===== src/rtl/tremolo_ctrl.sv =====
// tremolo_ctrl: triangle-LFO gain scheduler for the tremolo stage, with click-free fade in/out.
// Optional square LFO select (wave_sel port) is built when TREMOLO_CTRL_SQUARE_EN is defined.
module tremolo_ctrl #(
  parameter int GAIN_W      = 11,
  parameter int DIV_SAMPLES = 48
) (
  input  logic              clk,
  input  logic              rst,
  input  logic              sample_stb,
  input  logic              tremolo_sw,
  input  logic [3:0]        rate,
  input  logic [3:0]        depth,
`ifdef TREMOLO_CTRL_SQUARE_EN
  input  logic              wave_sel,
`endif
  output logic [GAIN_W-1:0] gain,
  output logic              gain_valid,
  output logic              bypass
);

  typedef enum logic [1:0] {
    IDLE,
    FADE_IN,
    RUN,
    FADE_OUT
  } state_t;

  localparam logic [15:0] TICK_LAST = 16'(DIV_SAMPLES - 1);
  localparam logic [9:0]  AMP_MAX   = 10'd1023;
  localparam logic [4:0]  MIX_FULL  = 5'd16;

  state_t            state_q, state_d;
  logic [15:0]       tick_cnt_q, tick_cnt_d;
  logic [9:0]        amp_q, amp_d;
  logic              dir_down_q, dir_down_d;
  logic [4:0]        mix_q, mix_d;
  logic [3:0]        rate_sh_q, rate_sh_d;
  logic [3:0]        depth_sh_q, depth_sh_d;
  logic [GAIN_W-1:0] gain_q, gain_d;
  logic              gain_valid_q, gain_valid_d;
  logic              bypass_q, bypass_d;

  logic              tick;
  logic              at_trough;
  logic [4:0]        step;
  logic [10:0]       amp_up;
  logic [9:0]        amp_eff;
  logic [13:0]       prod;
  logic [9:0]        mod;
  logic [10:0]       att;
  logic [10:0]       gain_calc;

`ifdef TREMOLO_CTRL_SQUARE_EN
  logic              wave_sh_q, wave_sh_d;
`endif

  always_ff @(posedge clk) begin
    if (rst) begin
      state_q      <= IDLE;
      tick_cnt_q   <= '0;
      amp_q        <= '0;
      dir_down_q   <= 1'b0;
      mix_q        <= '0;
      rate_sh_q    <= '0;
      depth_sh_q   <= '0;
      gain_q       <= GAIN_W'(11'd1024);
      gain_valid_q <= 1'b0;
      bypass_q     <= 1'b1;
`ifdef TREMOLO_CTRL_SQUARE_EN
      wave_sh_q    <= 1'b0;
`endif
    end else begin
      state_q      <= state_d;
      tick_cnt_q   <= tick_cnt_d;
      amp_q        <= amp_d;
      dir_down_q   <= dir_down_d;
      mix_q        <= mix_d;
      rate_sh_q    <= rate_sh_d;
      depth_sh_q   <= depth_sh_d;
      gain_q       <= gain_d;
      gain_valid_q <= gain_valid_d;
      bypass_q     <= bypass_d;
`ifdef TREMOLO_CTRL_SQUARE_EN
      wave_sh_q    <= wave_sh_d;
`endif
    end
  end

  always_comb begin
    tick       = sample_stb && (tick_cnt_q == TICK_LAST);
    tick_cnt_d = tick_cnt_q;
    if (sample_stb) begin
      tick_cnt_d = tick ? '0 : tick_cnt_q + 16'd1;
    end

    // Settings only change at the trough so a cycle never changes shape halfway through.
    at_trough  = (amp_q == '0) && !dir_down_q;
    rate_sh_d  = rate_sh_q;
    depth_sh_d = depth_sh_q;
`ifdef TREMOLO_CTRL_SQUARE_EN
    wave_sh_d  = wave_sh_q;
`endif
    if ((state_q == IDLE) || at_trough) begin
      rate_sh_d  = rate;
      depth_sh_d = depth;
`ifdef TREMOLO_CTRL_SQUARE_EN
      wave_sh_d  = wave_sel;
`endif
    end

    step       = {1'b0, rate_sh_d} + 5'd1;
    amp_up     = {1'b0, amp_q} + {6'd0, step};
    amp_d      = amp_q;
    dir_down_d = dir_down_q;
    if (tick && (state_q != IDLE)) begin
      if (!dir_down_q) begin
        if (amp_up >= {1'b0, AMP_MAX}) begin
          amp_d      = AMP_MAX;
          dir_down_d = 1'b1;
        end else begin
          amp_d = amp_up[9:0];
        end
      end else if (amp_q <= {5'd0, step}) begin
        amp_d      = '0;
        dir_down_d = 1'b0;
      end else begin
        amp_d = amp_q - {5'd0, step};
      end
    end

    state_d = state_q;
    mix_d   = mix_q;
    case (state_q)
      IDLE: begin
        mix_d = '0;
        if (tremolo_sw) state_d = FADE_IN;
      end
      FADE_IN: begin
        if (!tremolo_sw) begin
          state_d = FADE_OUT;
        end else begin
          if (tick && (mix_q < MIX_FULL)) mix_d = mix_q + 5'd1;
          if (mix_d == MIX_FULL) state_d = RUN;
        end
      end
      RUN: begin
        mix_d = MIX_FULL;
        if (!tremolo_sw) state_d = FADE_OUT;
      end
      FADE_OUT: begin
        if (tremolo_sw) begin
          state_d = FADE_IN;
        end else begin
          if (tick && (mix_q != '0)) mix_d = mix_q - 5'd1;
          if (mix_d == '0) begin
            state_d    = IDLE;
            amp_d      = '0;
            dir_down_d = 1'b0;
          end
        end
      end
      default: state_d = IDLE;
    endcase

    amp_eff = amp_d;
`ifdef TREMOLO_CTRL_SQUARE_EN
    if (wave_sh_d) amp_eff = dir_down_d ? AMP_MAX : '0;
`endif

    // Both scalings truncate; worst case att = 959 keeps gain >= 65.
    prod      = 14'(amp_eff) * 14'(depth_sh_d);
    mod       = 10'(prod >> 4);
    att       = 11'((15'(mod) * 15'(mix_d)) >> 4);
    gain_calc = 11'd1024 - att;

    gain_d       = sample_stb ? GAIN_W'(gain_calc) : gain_q;
    gain_valid_d = sample_stb;
    bypass_d     = (state_d == IDLE);
  end

  assign gain       = gain_q;
  assign gain_valid = gain_valid_q;
  assign bypass     = bypass_q;

endmodule

===== config.mk =====
export PLATFORM = sky130hd
export DESIGN_NAME = tremolo_ctrl
export DESIGN_NICKNAME = d
export VERILOG_FILES = /design/src/rtl/tremolo_ctrl.sv
export SDC_FILE = /design/constraint.sdc
export NUM_CORES = 1
export LEC_CHECK = 0
export CORE_MARGIN = 3
export CORE_UTILIZATION = 55
export CTS_BUF_LIST = sky130_fd_sc_hd__clkbuf_8
export DETAILED_ROUTE_END_ITERATION = 8
export PLACE_DENSITY_LB_ADDON = 0.15
export SETUP_SLACK_MARGIN = 0.05
export SLEW_MARGIN = 20
export SYNTH_ARGS = -nofsm -noshare
export SYNTH_HDL_FRONTEND = slang
export SYNTH_SLANG_ARGS = --single-unit

===== constraint.sdc =====
create_clock -name clk -period 12.65 [get_ports clk]
set_input_delay 1.265 -clock clk [delete_from_list [all_inputs] [get_ports clk]]
set_output_delay 1.265 -clock clk [all_outputs]
set_load 0.05 [all_outputs]

==> impl_results.md, run 1 <==
- Status: finished clean
- All-layer global routing usage: 24.0%
- Tcrit/Tclk final: 96.2%
- DP Wirelength: 11900 um
- Core area: 11500 um2
- Hold-fix buffers, CTS: 0
- Root Driver: clkbuf_8
- Vias per inst: 5.97
- Die W: 115 um
- Ys async rst share: 0%
- Synth top area cells: dfxtp_1 17%, fa_1 12%, ha_1 9.6%
- Most common cell after layout, fill and taps aside: nor2_1
- Slew Limit Fails: 0
- Critical Path Fanout Max: 9
- F_max: 82.1 MHz
- Clock power frac: 32.2%
- Total congestion overflow: 0
- DRC viols: 0
- Unique masters post-synth: 90
- Most frequent CP cell: fa_1
- Post-synth top area share: 16.9%
- DR vias: 5853
- Post-synthesis compound-gate area fraction: 15.1%
- Least-Margin Pin Slew: 0.963 ns
- Port Buf Inserts: 24
- Critical path's slowest cell: or4_1
- Syn avg cell area: 7.99 um2
- Arr. time, crit path: 12.41 ns
- Pin count of the biggest net entering global routing: 44
- Multiplexer share of the synthesized area: 3.72%
- Synth Area in XOR/XNOR: 6.70%
- PD cells: 48.3 nW/um2
- Leading area contributor after synthesis: dfxtp_1
- Clk_skew: 0.00775 ns
- Pleak: 3.22 nW
- Synth-to-layout area growth: 9.77%
- Internal: 0.000238 W
- Share of cells above drive strength 1: 13.5%
- Initial antenna violation count: 0
- Finish-stage setup viols: 0
- Max clock buf depth: 2
- Simple-Gate Fraction of Synth Area: 29.1%
- Hold Path Class: reg -> reg
- Relative slew slack: 35.8%
- NetSw: 0.000108 W
- Main synth FF type: dfxtp_1
- Setup crit start kind: flip-flop
- Logic pwr share: 15.5%
- Crit end category: flip-flop
- Final wirelength: 15500 um
- Top-Level Pins: 25
- Total clock sinks: 55
- DIE AREA: 13200 um2
- Post-synth EDFFs: 0
- Final Util: 62.2%
- CP peak stage delay: 0.57 ns
- Wire length per cell: 15.8 um
- Vias in the first global route: 5599
- Clk slew on worst S/H paths: 0.11 ns
- # H-tree levels: 2
- First-pass GRT wire length: 26200 um
- Cells after Synth: 816
- Initial DRC Count: 400
- Worst Path Class, Setup: reg -> reg
- Chip Height: 115 um
- Largest family of logic cells by synthesized area: simple AND/OR/NAND/NOR gates
- Power after layout: 0.000346 W
- Ys Warns: 0
- Synth Register Bits: 55
- Seq/Total Area, Yosys: 16.9%
- Max Cap Violations: 0
- TritonCTS clock tree: built
- ANT nets after route: 0
- CP required: 12.89 ns
- Num rows: 39
- Switching Fraction: 31.2%
- Starting Density: 56.6%
- Post-synthesis net count: 918
- IR drop worst, VDD: 0.0000415 V
- GPL Wtd Cong: 0.889
- Synthesized area: 6520 um2
- Worst skew pair latency: 0.35 ns
- Sequential Power Share: 52.3%
- Commonest cells after routing, fill and taps aside: 129 x nor2_1, 68 x inv_1, 63 x nand2_1
- Worst hold slack: 0.484 ns
- Minimum clock period: 12.17 ns
- Adder-cell area share of the yosys netlist: 21.9%
- DRT Pass-1 Iters: 5
- Nets: 938
- CTS Buf Count: 5
- Fin. Hold Viols: 0
- Inserted Diodes: 0
[final cells by class]
class,instances,area (um2)
Multi-Input combinational cell,660,5120
Sequential cell,55,1100
Clock buffer,5,68.8
Clock inverter,3,27.5
Timing Repair Buffer,45,398
Fill cell,1033,4360
Inverter,69,259
Tap cell,143,179
[cells by family (layout without fill, tap and decap cells)]
logic type | Yosys count | in the layout
xor+xnor | 49 | 49
mux | 24 | 24
flops | 55 | 55
buf+inv | 101 | 122
fa+ha+maj | 90 | 90
compound gates | 135 | 135
simple gates | 362 | 362
[timing repair]
item / CTS / global route
cloned: 0 / 0
setup buffers: 0 / 11
pin swaps: 0 / 9
gates resized for setup: 2 / 28
endpoints found under the setup margin: 1 / 6
[cells in the mapped netlist (4+ instances only)]
master    number
o211ai_1       9
a21o_1         5
inv_1         68
clkbuf_1      20
nor4_1         6
nor3_1        13
buf_4          5
xnor2_1       20
and4_1         4
a211oi_1      10
and2_1         4
or3_1         12
fa_1          40
nor2b_1       14
nor3b_1        5
o21ai_0       18
nand2b_1      21
nand3_1       16
ha_1          50
o21ai_1        5
nand4_1       12
dfxtp_1       55
buf_6          4
nor2_1       129
or2_2         16
o21bai_1       5
a21oi_1       32
mux2i_1       22
and3_1        10
nor4b_1        5
xor2_1        28
nand2_1       64
a31oi_1        5
[path summary, 6_finish.rpt]
check                        from  depth (start not counted)  slack (ns)                    end
max reg2reg   amp_q[6]$_SDFF_PP0_                         50        0.48  gain[10]$_SDFFE_PP1P_
min reg2reg  gain[3]$_SDFFE_PP0P_                          2        0.48   gain[3]$_SDFFE_PP0P_
max           amp_q[6]$_SDFF_PP0_                         50        0.48  gain[10]$_SDFFE_PP1P_
min          gain[3]$_SDFFE_PP0P_                          2        0.48   gain[3]$_SDFFE_PP0P_
[layer usage]
| layer | vias to the layer above | global-route usage (%) | part of all wire [%] |
|---|---|---|---|
| met5 | - | 0 | 0 |
| met4 | 0 | 6.81 | 1.4 |
| met3 | 14 | 2.42 | 4.2 |
| met2 | 144 | 38.5 | 48 |
| met1 | 2850 | 34.3 | 47 |
| li1 | 2845 | - | - |
[flip-flops by register name, summed over array words and instances, names as in the netlist]
signal / cells
rate_sh_q: 4
tick_cnt_q: 16
state_q: 2
bypass: 1
dir_down_q: 1
depth_sh_q: 4
gain: 11
gain_valid: 1
mix_q: 5
amp_q: 10
[critical path: cells and delay by family (launching register included)]
| kind | cells | cell delay (ns) |
|---|---|---|
| AOI/OAI and AO/OA | 14 | 2.39 |
| muxes | 2 | 0.54 |
| adders and majority gates | 9 | 3.73 |
| buffers and inverters | 5 | 0.39 |
| and+or+nand+nor | 17 | 3.97 |
| DFF | 1 | 0.39 |
| xor gates and xnor gates | 3 | 0.60 |
[stage by stage]
stage | TNS, ns | instances | worst slack [ns] | instance area [um2]
global route | -0.131 | 980 | -0.131 | 7160
global placement | 0 | 961 | 0.382 | 6840
finish | 0 | 980 | 0.475 | 7160
CTS | 0 | 969 | 0.110 | 6950
floorplan | 0 | 816 | 0.698 | 6520
detailed placement | -0.0583 | 961 | -0.0583 | 6840
[power by group through the flow]
stage / combinational (W) / clock, W / sequential, W
2_1_floorplan: 0.0000335 / 0 / 0.000187
3_3_place_gp: 0.0000508 / 0 / 0.000185
3_5_place_dp: 0.0000515 / 0 / 0.000185
4_1_cts: 0.0000519 / 0.000115 / 0.000181
5_1_grt: 0.0000587 / 0.000120 / 0.000182
6_report: 0.0000536 / 0.000111 / 0.000181
(Power assumes the default switching activity.)
==> run 2: changes to the inputs <==
--- a/config.mk
+++ b/config.mk
@@ -5,10 +5,12 @@
 export SDC_FILE = /design/constraint.sdc
 export NUM_CORES = 1
 export LEC_CHECK = 0
+export CAP_MARGIN = 20
 export CORE_MARGIN = 3
 export CORE_UTILIZATION = 55
 export CTS_BUF_LIST = sky130_fd_sc_hd__clkbuf_8
 export DETAILED_ROUTE_END_ITERATION = 8
+export GPL_TIMING_DRIVEN = 0
 export PLACE_DENSITY_LB_ADDON = 0.15
 export SETUP_SLACK_MARGIN = 0.05
 export SLEW_MARGIN = 20
==> impl_results.md, run 2 (synthesis results as in run 1) <==
- DIE AREA: 13200 um2
- Pin count of the biggest net entering global routing: 20
- Port Buf Inserts: 23
- Pleak: 3.27 nW
- Top-Level Pins: 25
- Internal: 0.000241 W
- Hold depth: 2
- R2R setup slack: 0.53 ns
- Relative slew slack: 34.1%
- Chip Height: 115 um
- Power after layout: 0.000347 W
- DRT Pass-1 Iters: 5
- Clk slew on worst S/H paths: 0.12 ns
- Crit path max-delay family: adder cells
- Total clock sinks: 55
- All-layer global routing usage: 24.5%
- F_max: 82.5 MHz
- Nets: 963
- CP peak stage delay: 0.56 ns
- Setup crit start kind: flip-flop
- TritonCTS clock tree: built
- Critical Path Fanout Max: 9
- Worst hold slack: 0.486 ns
- First-pass GRT wire length: 27000 um
- Die W: 115 um
- Final wirelength: 16000 um
- Root Driver: clkbuf_8
- Slew Limit Fails: 0
- Starting Density: 56.6%
- PD cells: 47.4 nW/um2
- Sequential Power Share: 51.8%
- Clock power frac: 31.3%
- Finish-stage setup viols: 0
- # H-tree levels: 2
- Total congestion overflow: 0
- Reg2reg path depth: 53
- Critical path's slowest cell: fa_1
- Num rows: 39
- Switching Fraction: 30.6%
- Arr. time, crit path: 12.31 ns
- Tcrit/Tclk final: 95.8%
- Min-delay src: tick_cnt_q[15]$_SDFFE_PP0P_
- Min-Delay Endpoint: tick_cnt_q[15]$_SDFFE_PP0P_
- Vias in the first global route: 5739
- Worst Path Class, Setup: reg -> reg
- Crit end category: flip-flop
- CTS Buf Count: 5
- ANT nets after route: 0
- Initial DRC Count: 545
- Least-Margin Pin Slew: 0.988 ns
- Final Util: 63.6%
- Largest Register: tick_cnt_q
- Fin. Hold Viols: 0
- Hold Path Class: reg -> reg
- Core area: 11500 um2
- Wire length per cell: 15.9 um
- DP Wirelength: 12500 um
- Worst R2R Start: amp_q[6]$_SDFF_PP0_
- Reg-to-Reg End: gain[10]$_SDFFE_PP1P_
- IR drop worst, VDD: 0.0000432 V
- Most common cell after layout, fill and taps aside: nor2_1
- Worst skew pair latency: 0.33 ns
- DR vias: 5926
- Logic pwr share: 16.9%
- Minimum clock period: 12.12 ns
- Vias per inst: 5.90
- Initial antenna violation count: 0
- Max clock buf depth: 2
- CP required: 12.84 ns
- Synth-to-layout area growth: 12.3%
- WP buf/inv: 6
- Commonest cells after routing, fill and taps aside: 129 x nor2_1, 68 x inv_1, 63 x nand2_1
- Max reg flops: 16
- Max Cap Violations: 0
- Setup TNS: 0 ns
- Status: finished clean
- DRC viols: 0
- Clk_skew: 0.0165 ns
- NetSw: 0.000106 W
- GPL Wtd Cong: 0.930
- Share of cells above drive strength 1: 14.3%
- Inserted Diodes: 0
==> run 2: cell types whose count changed in the layout (fill, tap and decap cells not counted), sizes merged <==
| cell | previous run | this run |
|---|---|---|
| inv | 70 | 71 |
| clkdlybuf4s50 | 24 | 23 |
| buf | 21 | 30 |
| clkbuf | 5 | 21 |
| dlygate4sd1 | 0 | 1 |
| clkinv | 1 | 0 |
==> run 2: worst max path at each step <==
stage	from	to	slack (ns)	cells past startpoint
detailed placement	amp_q[6]$_SDFF_PP0_	gain[10]$_SDFFE_PP1P_	-1.19	52
finish	amp_q[6]$_SDFF_PP0_	gain[10]$_SDFFE_PP1P_	0.53	53
global placement	amp_q[6]$_SDFF_PP0_	gain[10]$_SDFFE_PP1P_	-0.97	52
floorplan	amp_q[6]$_SDFF_PP0_	gain[10]$_SDFFE_PP1P_	0.70	49
CTS	amp_q[6]$_SDFF_PP0_	gain[10]$_SDFFE_PP1P_	0.14	52
global route	amp_q[6]$_SDFF_PP0_	gain[10]$_SDFFE_PP1P_	-0.07	51
==> run 2: what timing repair did <==
item                       CTS  global route
cloned                       0             0
pin swaps                    9             9
setup endpoints to repair    7             7
buffers inserted             8            11
hold buffers                 0             0
resized for setup           15            20
==> run 2: cell type report <==
class | count | area [um2]
repair buffers | 42 | 373
well taps | 143 | 179
plain buffers | 28 | 165
clock inverters | 3 | 27.5
inverters | 69 | 259
multi-input cells | 660 | 5150
fillers | 987 | 4190
flip-flops and latches | 55 | 1100
clock buffers | 5 | 68.8
==> run 2: power by group through the flow <==
| stage | registers, W | clock network (W) | logic [W] |
|---|---|---|---|
| 5_1_grt | 0.000181 | 0.000117 | 0.0000644 |
| 3_5_place_dp | 0.000184 | 0 | 0.0000531 |
| 2_1_floorplan | 0.000187 | 0 | 0.0000335 |
| 6_report | 0.000180 | 0.000109 | 0.0000587 |
| 4_1_cts | 0.000180 | 0.000111 | 0.0000544 |
| 3_3_place_gp | 0.000184 | 0 | 0.0000523 |
==> run 2: layer usage <==
layer | routed length (um) | global-route usage (%) | vias to the layer above
met5 | 0 | 0 | -
met4 | 189 | 4.46 | 0
met3 | 645 | 2.00 | 16
met2 | 7640 | 40.4 | 150
met1 | 7500 | 35.7 | 2856
li1 | - | - | 2904
==> run 2: worst reg2reg max path, delay by kind of cell, from the launching register on <==
family / cells / cell delay (ns)
AND/OR/NAND/NOR: 16 / 3.18
buffers and inverters: 6 / 0.53
flip-flops: 1 / 0.39
multiplexers: 3 / 0.76
adder cells (fa/ha/maj): 9 / 3.77
XOR/XNOR: 3 / 0.53
AO/OA/AOI/OAI: 16 / 2.86
==> run 2: metrics by stage <==
| stage | instances | cell area, um2 | worst slack (ns) |
|---|---|---|---|
| after floorplan | 816 | 6520 | 0.698 |
| after global placement | 982 | 6930 | -0.967 |
| after detailed placement | 982 | 6930 | -1.19 |
| after CTS | 996 | 7140 | 0.142 |
| after global routing | 1005 | 7320 | -0.0714 |
| final | 1005 | 7320 | 0.528 |
